==> src/rtl/ra_builder.sv <==
// Region Array builder: writes one RA entry (control word + OL pointers) per tile into VRAM.
// Define RA_BUILDER_OL_INIT_EN to also terminate each tile's object lists with an EOL link.
module ra_builder #(
  parameter int ADDR_W = 24
) (
  input  logic              clock,
  input  logic              reset_n,
  input  logic              ra_build_trig,
  input  logic [31:0]       FPU_PARAM_CFG,
  input  logic [31:0]       TA_ALLOC_CTRL,
  input  logic [31:0]       TA_GLOB_TILE_CLIP,
  input  logic [31:0]       REGION_BASE,
  input  logic [31:0]       TA_OL_BASE,
  input  logic [31:0]       PARAM_BASE,
  output logic              ra_vram_wr,
  output logic [ADDR_W-1:0] ra_vram_addr,
  output logic [31:0]       ra_vram_dout,
  input  logic              ra_vram_wait,
  output logic              ra_busy,
  output logic              ra_done
);
  typedef enum logic [2:0] {S_IDLE, S_SETUP, S_CTRL, S_PTR, S_OLI, S_NEXT, S_DONE} state_t;

  state_t                   state, state_nx;
  logic                     v2;
  logic [4:0][1:0]          code;
  logic [4:0]               en;
  logic [5:0]               tx_m1, x;
  logic [3:0]               ty_m1, y;
  logic [10:0]              n_tiles;
  logic [2:0]               idx, ptr_last, ol_sel;
  logic [4:0][ADDR_W-1:0]   ptr;
  logic [ADDR_W-1:0]        run_base, wr_addr, param_base, list_bytes;
  logic [4:0]               ol_pend, ol_rest;
  logic                     accept, last_tile;

  logic unused_bits;
  assign unused_bits = ^{FPU_PARAM_CFG[31:22], FPU_PARAM_CFG[20:0], TA_ALLOC_CTRL[31:18],
                         TA_ALLOC_CTRL[15:14], TA_ALLOC_CTRL[11:10], TA_ALLOC_CTRL[7:6],
                         TA_ALLOC_CTRL[3:2], TA_GLOB_TILE_CLIP[31:20], TA_GLOB_TILE_CLIP[15:6],
                         REGION_BASE[31:23], TA_OL_BASE[31:ADDR_W], PARAM_BASE[31:ADDR_W]};

  assign accept     = ra_vram_wr & ~ra_vram_wait;
  assign last_tile  = (x == tx_m1) && (y == ty_m1);
  assign ptr_last   = v2 ? 3'd4 : 3'd3;
  assign ol_rest    = ol_pend & (ol_pend - 5'd1);
  // Whole list area for one type: N tiles * (16 << code) bytes.
  assign list_bytes = en[idx] ? (ADDR_W'(n_tiles) << (4 + code[idx])) : '0;
  assign ra_busy    = (state != S_IDLE) && (state != S_DONE);
  assign ra_done    = (state == S_DONE);

  always_comb begin
    ol_sel = 3'd0;
    for (int i = 4; i >= 0; i--)
      if (ol_pend[i]) ol_sel = 3'(i);
  end

  always_ff @(posedge clock or negedge reset_n)
    if (!reset_n) state <= S_IDLE;
    else          state <= state_nx;

  always_comb begin
    state_nx     = state;
    ra_vram_wr   = 1'b0;
    ra_vram_addr = '0;
    ra_vram_dout = '0;
    case (state)
      S_IDLE:  if (ra_build_trig) state_nx = S_SETUP;
      S_SETUP: if (idx == 3'd4) state_nx = S_CTRL;
      S_CTRL: begin
        ra_vram_wr   = 1'b1;
        ra_vram_addr = wr_addr;
        ra_vram_dout = {last_tile, 17'd0, 2'd0, y, x, 2'd0};
        if (accept) state_nx = S_PTR;
      end
      S_PTR: begin
        ra_vram_wr   = 1'b1;
        ra_vram_addr = wr_addr;
        ra_vram_dout = en[idx] ? 32'(ptr[idx]) : 32'h8000_0000;
        if (accept && idx == ptr_last) begin
`ifdef RA_BUILDER_OL_INIT_EN
          state_nx = (|ol_pend) ? S_OLI : S_NEXT;
`else
          state_nx = S_NEXT;
`endif
        end
      end
      S_OLI: begin
        ra_vram_wr   = 1'b1;
        ra_vram_addr = param_base + ptr[ol_sel];
        ra_vram_dout = 32'hF000_0000;
        if (accept && ol_rest == '0) state_nx = S_NEXT;
      end
      S_NEXT:  state_nx = last_tile ? S_DONE : S_CTRL;
      S_DONE:  state_nx = S_IDLE;
      default: state_nx = S_IDLE;
    endcase
  end

  always_ff @(posedge clock or negedge reset_n) begin
    if (!reset_n) begin
      v2 <= 1'b0; code <= '0; en <= '0; tx_m1 <= '0; ty_m1 <= '0; n_tiles <= '0;
      x <= '0; y <= '0; idx <= '0; ptr <= '0; run_base <= '0; wr_addr <= '0;
      param_base <= '0; ol_pend <= '0;
    end else begin
      case (state)
        S_IDLE: if (ra_build_trig) begin
          v2         <= FPU_PARAM_CFG[21];
          code       <= {TA_ALLOC_CTRL[17:16], TA_ALLOC_CTRL[13:12], TA_ALLOC_CTRL[9:8],
                         TA_ALLOC_CTRL[5:4], TA_ALLOC_CTRL[1:0]};
          en         <= {FPU_PARAM_CFG[21] & |TA_ALLOC_CTRL[17:16], |TA_ALLOC_CTRL[13:12],
                         |TA_ALLOC_CTRL[9:8], |TA_ALLOC_CTRL[5:4], |TA_ALLOC_CTRL[1:0]};
          tx_m1      <= TA_GLOB_TILE_CLIP[5:0];
          ty_m1      <= TA_GLOB_TILE_CLIP[19:16];
          n_tiles    <= (11'(TA_GLOB_TILE_CLIP[5:0]) + 11'd1) * (11'(TA_GLOB_TILE_CLIP[19:16]) + 11'd1);
          run_base   <= TA_OL_BASE[ADDR_W-1:0] - PARAM_BASE[ADDR_W-1:0];
          param_base <= PARAM_BASE[ADDR_W-1:0];
          wr_addr    <= ADDR_W'(REGION_BASE[22:0]);
          x <= '0; y <= '0; idx <= '0;
        end
        S_SETUP: begin
          ptr[idx] <= run_base;
          run_base <= run_base + list_bytes;
          idx      <= (idx == 3'd4) ? 3'd0 : idx + 3'd1;
        end
        S_CTRL: if (accept) begin
          wr_addr <= wr_addr + ADDR_W'(4);
          idx     <= '0;
          ol_pend <= en;
        end
        S_PTR: if (accept) begin
          wr_addr <= wr_addr + ADDR_W'(4);
          idx     <= idx + 3'd1;
        end
        S_OLI: if (accept) ol_pend <= ol_rest;
        S_NEXT: begin
          for (int i = 0; i < 5; i++)
            if (en[i]) ptr[i] <= ptr[i] + (ADDR_W'(16) << code[i]);
          if (x == tx_m1) begin
            x <= '0;
            y <= y + 4'd1;
          end else begin
            x <= x + 6'd1;
          end
        end
        default: ;
      endcase
    end
  end
endmodule

==> config.mk <==
export PLATFORM = sky130hd
export DESIGN_NAME = ra_builder
export DESIGN_NICKNAME = d
export VERILOG_FILES = /design/src/rtl/ra_builder.sv
export SDC_FILE = /design/constraint.sdc
export NUM_CORES = 1
export LEC_CHECK = 0
export BUFFER_PORTS_ARGS = -buffer_cell sky130_fd_sc_hd__buf_2
export CELL_PAD_IN_SITES_DETAIL_PLACEMENT = 1
export CELL_PAD_IN_SITES_GLOBAL_PLACEMENT = 2
export CORE_UTILIZATION = 35
export CTS_BUF_LIST = sky130_fd_sc_hd__clkbuf_16
export CTS_CLUSTER_SIZE = 16
export DETAILED_ROUTE_END_ITERATION = 8
export PLACE_DENSITY_LB_ADDON = 0.12
export SKIP_LAST_GASP = 1
export SYNTH_ARGS = -nofsm -noshare
export SYNTH_HDL_FRONTEND = slang
export SYNTH_SLANG_ARGS = --single-unit
==> constraint.sdc <==
create_clock -name clock -period 5.36 [get_ports clock]
set_input_delay 0.268 -clock clock [delete_from_list [all_inputs] [get_ports clock]]
set_output_delay 0.268 -clock clock [all_outputs]
set_load 0.02 [all_outputs]
==> impl_metrics.csv, run 1 <==
group,metric,value,unit
route,drt_iter0_drc,1495,
sta,finalCritPeriodShare,0.961,
floorplan,pin_count,255,
route,postRouteAntennaNets,0,
pwr,switching_share,0.509,
layout,fillCellCount,6810,
global_routing,grt_max_degree,115,
layout,multi_input_area,12900,sq um
worst_setup_path,cp_max_fo,7,
placement,gp_congestion,0.881,
global_routing,grt_pass1_vias,20177,
floorplan,rows,87,
worst_hold_path,min-delay-path-class,"input port to flip-flop",
sta,skew,30.2,ps
route,first_pass_iters,7,
sta,period_needed,5150,ps
global_routing,grt_usage,0.274,
clocking,clock_latency,570,ps
worst_setup_path,cp-start-kind,"flip-flop",
worst_setup_path,worstSetupEndpointType,"primary output",
pwr,power,15.4,mW
floorplan,die_area,58800,sq um
layout,final_common_cell,"nand2_1",
worst_setup_path,path_class,"flip-flop to primary output",
logic_synthesis,synth.yosys.seq_area_share,0.309,
logic_synthesis,synth-seq-cells,250,
sta,fmax,0.194,GHz
floorplan,die_width,243,microns
logic_synthesis,synthDistinctLibCells,98,
pwr,clock_power_share,0.161,
sta,setup_viol_count_final,0,
global_routing,gr-total-overflow,0,
sta,finalHoldViolCount,0,
layout,fin_nets,2955,
global_routing,grt_pass1_wl,125,mm
clocking,cts_buffer_depth,3,
pwr,ir_drop,0.241,mV
worst_setup_path,critPathArrivalTime,4880,ps
clocking,cts_num_sinks,250,
floorplan,core,56800,sq um
logic_synthesis,synth.avg_cell_area,8.04,sq um
layout,instances_no_fill,3412,
worst_setup_path,crit_required,5090,ps
layout,fin_util,0.408,
layout,drive_above_1_share,0.129,
pwr,p_int,7.56,mW
logic_synthesis,ys_warn_count,0,
logic_synthesis,ys.flop_type,"dfrtp_1",
run,cap_violations,0,
sta,rsz0062_at_grt,"false",
logic_synthesis,syn_area,20300,sq um
clocking,path_clk_slew,60,ps
route,drcViolationCount,0,
floorplan,start_util,0.356,
clocking,numCtsBuffers,37,
placement,hpwlAfterDp,61.0,mm
status,status,"finished clean",
global_routing,antenna_found_initial,0,
logic_synthesis,synthArstFlopShare,1.00,
logic_synthesis,synth_edf_count,0,
route,wl,81.1,mm
clocking,cts_tree,"built",
sta,maxSlewHeadroom,0.181,
sta,setup_tns,0,ps
sta,timing_worst_slew_pin_value,1220,ps
sta,holdWs,37.1,ps
clocking,htreeDepth,2,
placement,dp_cells,3307,
layout,layout.area.seq,6260,sq um
clocking,ctsRootBufferMaster,"clkbuf_16",
route,post_drt_via_cell_ratio,5.84,
pwr,combPwrFrac,0.567,
placement,io_buffers,150,
layout,final_cell_mix,"nand2_1 (346), dfrtp_1 (249), a21oi_1 (244)",
floorplan,fp.dieH,243,microns
layout,antenna_cells,0,
pwr,switching_power,7.85,mW
route,wire_per_inst,23.8,microns
sta,slew_viol_final,0,
pwr,leakage,10.3,nW
logic_synthesis,synthCells,2519,
pwr,pwr-share-seq,0.272,
layout,area_delta_synth_final,14.4,%
route,num_vias,19935,
pwr,p_per_area,665,nW/um^2
-- cell families after synthesis --
logic type,Yosys count,share of synthesized area
multiplexers,91,0.0602
adder cells (fa/ha/maj),133,0.0902
buffers and inverters,271,0.0573
AO/OA/AOI/OAI,807,0.244
flip-flops,250,0.309
other,1,0.000185
AND/OR/NAND/NOR,878,0.201
XOR/XNOR,88,0.0381
-- synthesized netlist by cell type, drive strengths merged, types with 24 or more instances --
cell type    n  share of area
a31oi       27         0.0083
nor3        38          0.010
nand2      347          0.064
a22oi       38          0.014
xor2        29          0.013
and3        32          0.011
nand2b      25         0.0077
mux2        26          0.014
o22ai       44          0.014
and2        39          0.012
clkbuf     111          0.023
a221oi      25          0.011
a21oi      246          0.061
a21o        24         0.0089
ha         110          0.068
nor2b       28         0.0087
a211oi      31          0.012
nor2       220          0.041
mux2i       43          0.021
o21ai      241          0.060
buf         46          0.013
xnor2       59          0.026
inv        114          0.021
dfrtp      250           0.31
nand3       81          0.021
-- metal layers --
metal,global-route usage,vias to the layer above,wire [microns]
li1,-,9250,-
met1,0.375,10090,37300
met2,0.450,489,38200
met3,0.0361,106,3630
met4,0.0776,0,2000
met5,0,-,0
-- metrics by stage --
stage	area (sq um)	setup slack [ps]
4_1_cts	23100	56.3
6_report	23200	207
3_5_place_dp	21600	530
3_3_place_gp	21600	605
5_1_grt	23200	10.3
2_1_floorplan	20300	1150
-- worst max-delay path: stages (launching register included) --
cell	delay [ps]
dfrtp_1	490
nor2_1	230
o21a_4	210
buf_12	140
mux4_2	510
nand2_1	90
nand2_1	180
ha_1	380
o21a_1	200
o2111a_1	230
a21oi_1	290
o21ai_2	160
a311oi_2	410
o21ai_0	190
xnor2_1	150
o21ai_0	230
buf_2	220
-- what timing repair did --
action                                  4_1_cts  5_1_grt
endpoints found under the setup margin        3        3
gates cloned                                  0        0
buffers inserted                              3        4
hold buffers                                 30        0
hold endpoints to repair                    129        0
pin swaps                                     1        0
gates resized for setup                       1        2
-- power groups by stage --
stage,sequential [mW],clock (mW),combinational (mW)
5_1_grt,4.30,2.60,9.65
3_3_place_gp,4.15,0,8.38
2_1_floorplan,3.40,0,6.26
6_report,4.19,2.48,8.73
3_5_place_dp,4.19,0,8.61
4_1_cts,4.16,2.54,8.71
-- sequential cells by signal, summed over array words and instances, names as in the netlist --
signal / cells
tx_m1: 6
x: 6
n_tiles: 11
wr_addr: 24
code: 10
ptr: 120
state: 3
run_base: 24
v2: 1
param_base: 24
y: 4
idx: 3
ol_pend: 5
ty_m1: 4
en: 5
-- path summary, 6_finish.rpt --
path,startpoint,endpoint,slack (ps),depth (start not counted)
setup / recovery,ol_pend[1],ra_vram_addr[23],210,16
hold / removal,REGION_BASE[18],wr_addr[18],40,3
setup reg to reg,idx[1],run_base[22],800,13
hold reg to reg,wr_addr[0],wr_addr[0],490,2
max in group asynchronous,reset_n,ptr[29],3850,3
min in group asynchronous,reset_n,wr_addr[10],320,2
-- layout make-up --
cell class	count	area share
Tap cell	756	0.0408
Clock inverter	29	0.00972
Timing Repair Buffer	223	0.0615
Clock buffer	39	0.0421
Inverter	114	0.0185
Sequential cell	250	0.270
Multi-Input combinational cell	2001	0.557
Power figures use the tool's default switching activity.
==> run 2: changes to the inputs <==
--- a/config.mk
+++ b/config.mk
@@ -8,8 +8,8 @@
 export BUFFER_PORTS_ARGS = -buffer_cell sky130_fd_sc_hd__buf_2
 export CELL_PAD_IN_SITES_DETAIL_PLACEMENT = 1
 export CELL_PAD_IN_SITES_GLOBAL_PLACEMENT = 2
-export CORE_UTILIZATION = 35
-export CTS_BUF_LIST = sky130_fd_sc_hd__clkbuf_16
+export CORE_UTILIZATION = 36
+export CTS_BUF_LIST = sky130_fd_sc_hd__clkbuf_8
 export CTS_CLUSTER_SIZE = 16
 export DETAILED_ROUTE_END_ITERATION = 8
 export PLACE_DENSITY_LB_ADDON = 0.12
==> impl_metrics.csv, run 2 (synthesis gave the netlist of run 1 again) <==
group,metric,value,unit
worst_hold_path,worstHoldStart,"ra_build_trig",
route,wl,83.0,mm
worst_setup_path,crit_required,5090,ps
worst_hold_path,whs_endpoint,"state[0]",
worst_setup_path,rr_endpoint,"run_base[18]",
run,cap_violations,0,
floorplan,rows,86,
layout,instances_no_fill,3464,
worst_setup_path,reg2reg_depth,14,
worst_hold_path,min-delay-path-class,"input port to flip-flop",
clocking,numCtsBuffers,52,
layout,antenna_cells,0,
placement,hpwlAfterDp,61.4,mm
worst_setup_path,r2r_start,"idx[0]",
placement,gp_congestion,0.906,
route,num_vias,20277,
floorplan,fp.dieH,239,microns
sta,rsz0062_at_grt,"true",
pwr,leakage,10.4,nW
layout,top_register,"ptr",
route,drcViolationCount,0,
sta,period_needed,5170,ps
sta,fmax,0.194,GHz
clocking,clock_latency,650,ps
layout,final_common_cell,"nand2_1",
layout,largest_register_ffs,120,
global_routing,grt_pass1_wl,127,mm
route,first_pass_iters,5,
global_routing,gr-total-overflow,0,
route,wire_per_inst,24.0,microns
sta,slew_viol_final,0,
clocking,cts_buffer_depth,3,
worst_setup_path,r2r_slack,650,ps
clocking,path_clk_slew,60,ps
sta,finalHoldViolCount,0,
status,status,"finished clean",
sta,maxSlewHeadroom,0.0615,
route,top_layer,"met4",
floorplan,core,55300,sq um
worst_setup_path,cp_max_fo,14,
layout,final_cell_mix,"nand2_1 (345), dfrtp_1 (249), a21oi_1 (243)",
route,wl_met1,37.5,mm
layout,drive_above_1_share,0.137,
floorplan,die_width,239,microns
layout,area_delta_synth_final,15.4,%
worst_setup_path,path_class,"flip-flop to primary output",
worst_hold_path,holdPathStages,3,
placement,pre_cts_slack,530,ps
clocking,htreeDepth,2,
pwr,ir_drop,0.302,mV
placement,io_buffers,150,
route,postRouteAntennaNets,0,
worst_setup_path,worstSetupEndpointType,"primary output",
sta,holdWs,56.6,ps
layout,fin_nets,3008,
pwr,p_per_area,650,nW/um^2
floorplan,pin_count,255,
sta,setup_ws,194,ps
clocking,cts_tree,"built",
floorplan,die_area,57200,sq um
route,drt_iter0_drc,1541,
global_routing,antenna_found_initial,0,
sta,timing_worst_slew_pin_value,1400,ps
route,post_drt_via_cell_ratio,5.85,
clocking,cts_num_sinks,250,
clocking,ctsRootBufferMaster,"clkbuf_8",
global_routing,grt_usage,0.292,
floorplan,start_util,0.366,
route,dr_wl_met2,39.5,mm
sta,finalCritPeriodShare,0.964,
sta,skew,23.8,ps
placement,place_area,21600,sq um
worst_setup_path,cp-start-kind,"flip-flop",
worst_setup_path,critPathArrivalTime,4900,ps
global_routing,grt_pass1_vias,20694,
layout,final_cell_area,23400,sq um
route,route.met3.wl,4.13,mm
global_routing,grt_max_degree,106,
sta,setup_tns,0,ps
sta,setup_viol_count_final,0,
pwr,power,15.2,mW
layout,fin_util,0.423,
placement,dp_cells,3301,
[run 2: cell types whose count changed in the layout (fill, tap and decap cells not counted), moves of 3 or more]
cell / previous run / this run
inv_1: 119 / 129
clkbuf_8: 0 / 66
clkinv_1: 12 / 0
bufinv_16: 4 / 1
clkbuf_16: 39 / 0
dlygate4sd3_1: 30 / 69
[run 2: area by class of cell]
class	count	area (sq um)
sequential	250	6260
fill	6742	31900
multi-input combinational	2001	12900
inverter	114	428
tap	748	936
clock inverter	24	126
clock buffer	66	908
timing repair buffer	261	1800
[run 2: how the worst max path moves through the flow]
stage / from / end / slack [ps] / cells after the start
2_1_floorplan: ol_pend[1] / ra_vram_addr[23] / 1150 / 16
3_3_place_gp: ol_pend[1] / ra_vram_addr[23] / 630 / 15
3_5_place_dp: ol_pend[1] / ra_vram_addr[23] / 530 / 15
4_1_cts: ol_pend[2] / ra_vram_addr[23] / -0.9 / 14
5_1_grt: ol_pend[1] / ra_vram_addr[23] / -20 / 16
6_report: ol_pend[3] / ra_vram_addr[21] / 190 / 17
[run 2: report_power, final]
group          total, mW  switching, mW  internal [mW]
logic               8.89           5.53           3.37
registers           4.21           1.50           2.71
clock network       2.10          0.957           1.14
total               15.2           7.98           7.22
[run 2: critical path: stages (launching register included)]
cell and delay [ps]:
dfrtp_1 450, nor2b_2 220, o21bai_4 350, buf_4 180, buf_4 240, mux4_2 350, nand2_1 80, nand2_1 150
ha_1 400, a21oi_1 290, nor2b_1 80, o211ai_1 190, a21oi_1 100, a311oi_2 380, o21ai_0 180, xnor2_1 150
o21ai_0 230, buf_2 220
[run 2: timing repair]
action,4_1_cts,5_1_grt
pin swaps,1,0
resized for setup,2,7
hold buffers,69,0
cloned,0,0
setup endpoints to repair,3,7
setup buffers,3,1
endpoints found under the hold margin,166,0
[run 2: routing by layer]
metal  up-vias  global-route usage
li1       9347                   -
met5         -                   0
met2       551               0.488
met1     10270               0.394
met3       109              0.0439
met4         0              0.0709
==> run 3: changes to the inputs <==
--- a/config.mk
+++ b/config.mk
@@ -12,7 +12,7 @@
 export CTS_BUF_LIST = sky130_fd_sc_hd__clkbuf_8
 export CTS_CLUSTER_SIZE = 16
 export DETAILED_ROUTE_END_ITERATION = 8
-export PLACE_DENSITY_LB_ADDON = 0.12
+export PLACE_DENSITY_LB_ADDON = 0.1
 export SKIP_LAST_GASP = 1
 export SYNTH_ARGS = -nofsm -noshare
 export SYNTH_HDL_FRONTEND = slang
==> impl_metrics.csv, run 3 (synthesis gave the netlist of run 1 again) <==
group,metric,value,unit
sta,fmax,0.197,GHz
floorplan,fp.dieH,239,microns
global_routing,busiest_layer,"met2",
sta,timing_worst_slew_pin_value,1190,ps
worst_hold_path,min-delay-path-class,"input port to flip-flop",
pwr,combPwrFrac,0.583,
layout,drive_above_1_share,0.139,
worst_setup_path,worstSetupEndpointType,"primary output",
pwr,power,15.1,mW
sta,skew,19.9,ps
clocking,cts_buffer_depth,3,
sta,period_needed,5080,ps
route,first_pass_iters,5,
global_routing,gr-usage-met2,0.467,
layout,final_cell_mix,"nand2_1 (345), dfrtp_1 (249), a21oi_1 (242)",
sta,setup_viol_count_final,0,
placement,hpwlAfterDp,62.0,mm
pwr,switching_power,7.87,mW
pwr,ir_drop,0.235,mV
sta,slew_viol_final,0,
route,postRouteAntennaNets,0,
layout,fillCellCount,6745,
clocking,cts_tree,"built",
placement,io_buffers,150,
layout,fin_nets,3011,
global_routing,use_met3,0.0439,
placement,gp_congestion,0.885,
worst_setup_path,critPathArrivalTime,4810,ps
worst_setup_path,path_class,"flip-flop to primary output",
route,post_drt_via_cell_ratio,5.82,
sta,rsz0062_at_grt,"false",
layout,top_register,"ptr",
floorplan,core,55300,sq um
worst_setup_path,crit_required,5090,ps
worst_setup_path,cp-start-kind,"flip-flop",
clocking,numCtsBuffers,51,
clocking,ctsRootBufferMaster,"clkbuf_8",
layout,multi_input_area,12900,sq um
route,wl,82.8,mm
route,wire_per_inst,23.9,microns
floorplan,die_area,57200,sq um
clocking,clock_latency,640,ps
floorplan,rows,86,
route,drt_iter0_drc,1339,
status,status,"finished clean",
layout,area_delta_synth_final,15.6,%
global_routing,grt_pass1_vias,20563,
global_routing,gr-total-overflow,0,
layout,largest_register_ffs,120,
pwr,pwr-share-seq,0.278,
run,cap_violations,0,
global_routing,gr-usage-met1,0.393,
pwr,switching_share,0.520,
layout,antenna_cells,0,
pwr,leakage,10.4,nW
pwr,p_per_area,646,nW/um^2
pwr,clock_power_share,0.139,
global_routing,antenna_found_initial,1,
global_routing,grt_pass1_wl,126,mm
clocking,htreeDepth,2,
sta,setup_tns,0,ps
layout,final_cell_area,23400,sq um
floorplan,start_util,0.366,
clocking,path_clk_slew,60,ps
floorplan,pin_count,255,
worst_setup_path,cp_max_fo,7,
sta,maxSlewHeadroom,0.205,
route,drcViolationCount,0,
route,num_vias,20155,
floorplan,die_width,239,microns
clocking,cts_num_sinks,250,
layout,layout.area.seq,6260,sq um
global_routing,grt_max_degree,86,
sta,finalHoldViolCount,0,
sta,finalCritPeriodShare,0.948,
global_routing,grt_usage,0.289,
placement,place_area,21600,sq um
pwr,p_int,7.26,mW
layout,final_common_cell,"nand2_1",
-- run 3: per-stage QoR --
step,hold WS (ps),setup slack [ps],std cells,utilization
after floorplan,-27.6,1150,2522,-
after global placement,328,640,3304,0.391
after detailed placement,322,631,3304,0.391
after CTS,16.6,2.31,3460,0.422
after global routing,58.1,4.02,3466,0.423
final,46.9,279,3466,0.423
-- run 3: final cells by class --
type                       count  area share
timing repair buffer         265      0.0782
clock inverter                21     0.00513
tap                          748      0.0400
clock buffer                  67      0.0394
multi-input combinational   2001       0.552
inverter                     114      0.0183
sequential                   250       0.267
-- run 3: critical path, stage by stage (launching register included) --
cell	delay [ps]
dfrtp_1	470
nor2_1	210
o21a_4	290
mux4_2	550
nand2_1	100
nand2_1	190
ha_1	370
o21a_1	200
o2111a_1	240
a21oi_2	220
o21ai_2	130
a311oi_2	400
o21ai_0	190
xnor2_1	150
o21ai_0	250
buf_2	230
-- run 3: path summary, 6_finish.rpt --
check,from,end,slack [ps],cells past startpoint
max,ol_pend[1],ra_vram_addr[23],280,15
min,PARAM_BASE[21],param_base[21],50,3
max reg2reg,idx[1],run_base[18],790,13
min reg2reg,wr_addr[0],wr_addr[0],490,2
max in group asynchronous,reset_n,idx[1],3720,3
min in group asynchronous,reset_n,wr_addr[11],190,2
-- run 3: layer usage --
| metal | up-vias | share of wire | routed length [microns] |
|---|---|---|---|
| met2 | 557 | 0.46 | 38300 |
| met3 | 153 | 0.052 | 4280 |
| met4 | 0 | 0.034 | 2810 |
| met5 | - | 0 | 0 |
| li1 | 9352 | - | - |
| met1 | 10093 | 0.45 | 37400 |
-- run 3: power by group through the flow --
stage	clock network (mW)	registers, mW	logic (mW)
finish	2.10	4.21	8.82
global route	2.23	4.30	9.72
CTS	2.17	4.19	8.76
detailed placement	0	4.21	8.66
global placement	0	4.16	8.43
floorplan	0	3.40	6.26
-- run 3: what timing repair did --
item,in CTS,in global routing
setup buffers,0,6
setup endpoints to repair,2,8
pin swaps,0,1
hold endpoints to repair,154,0
resized for setup,2,5
gates cloned,0,0
hold buffers,68,0
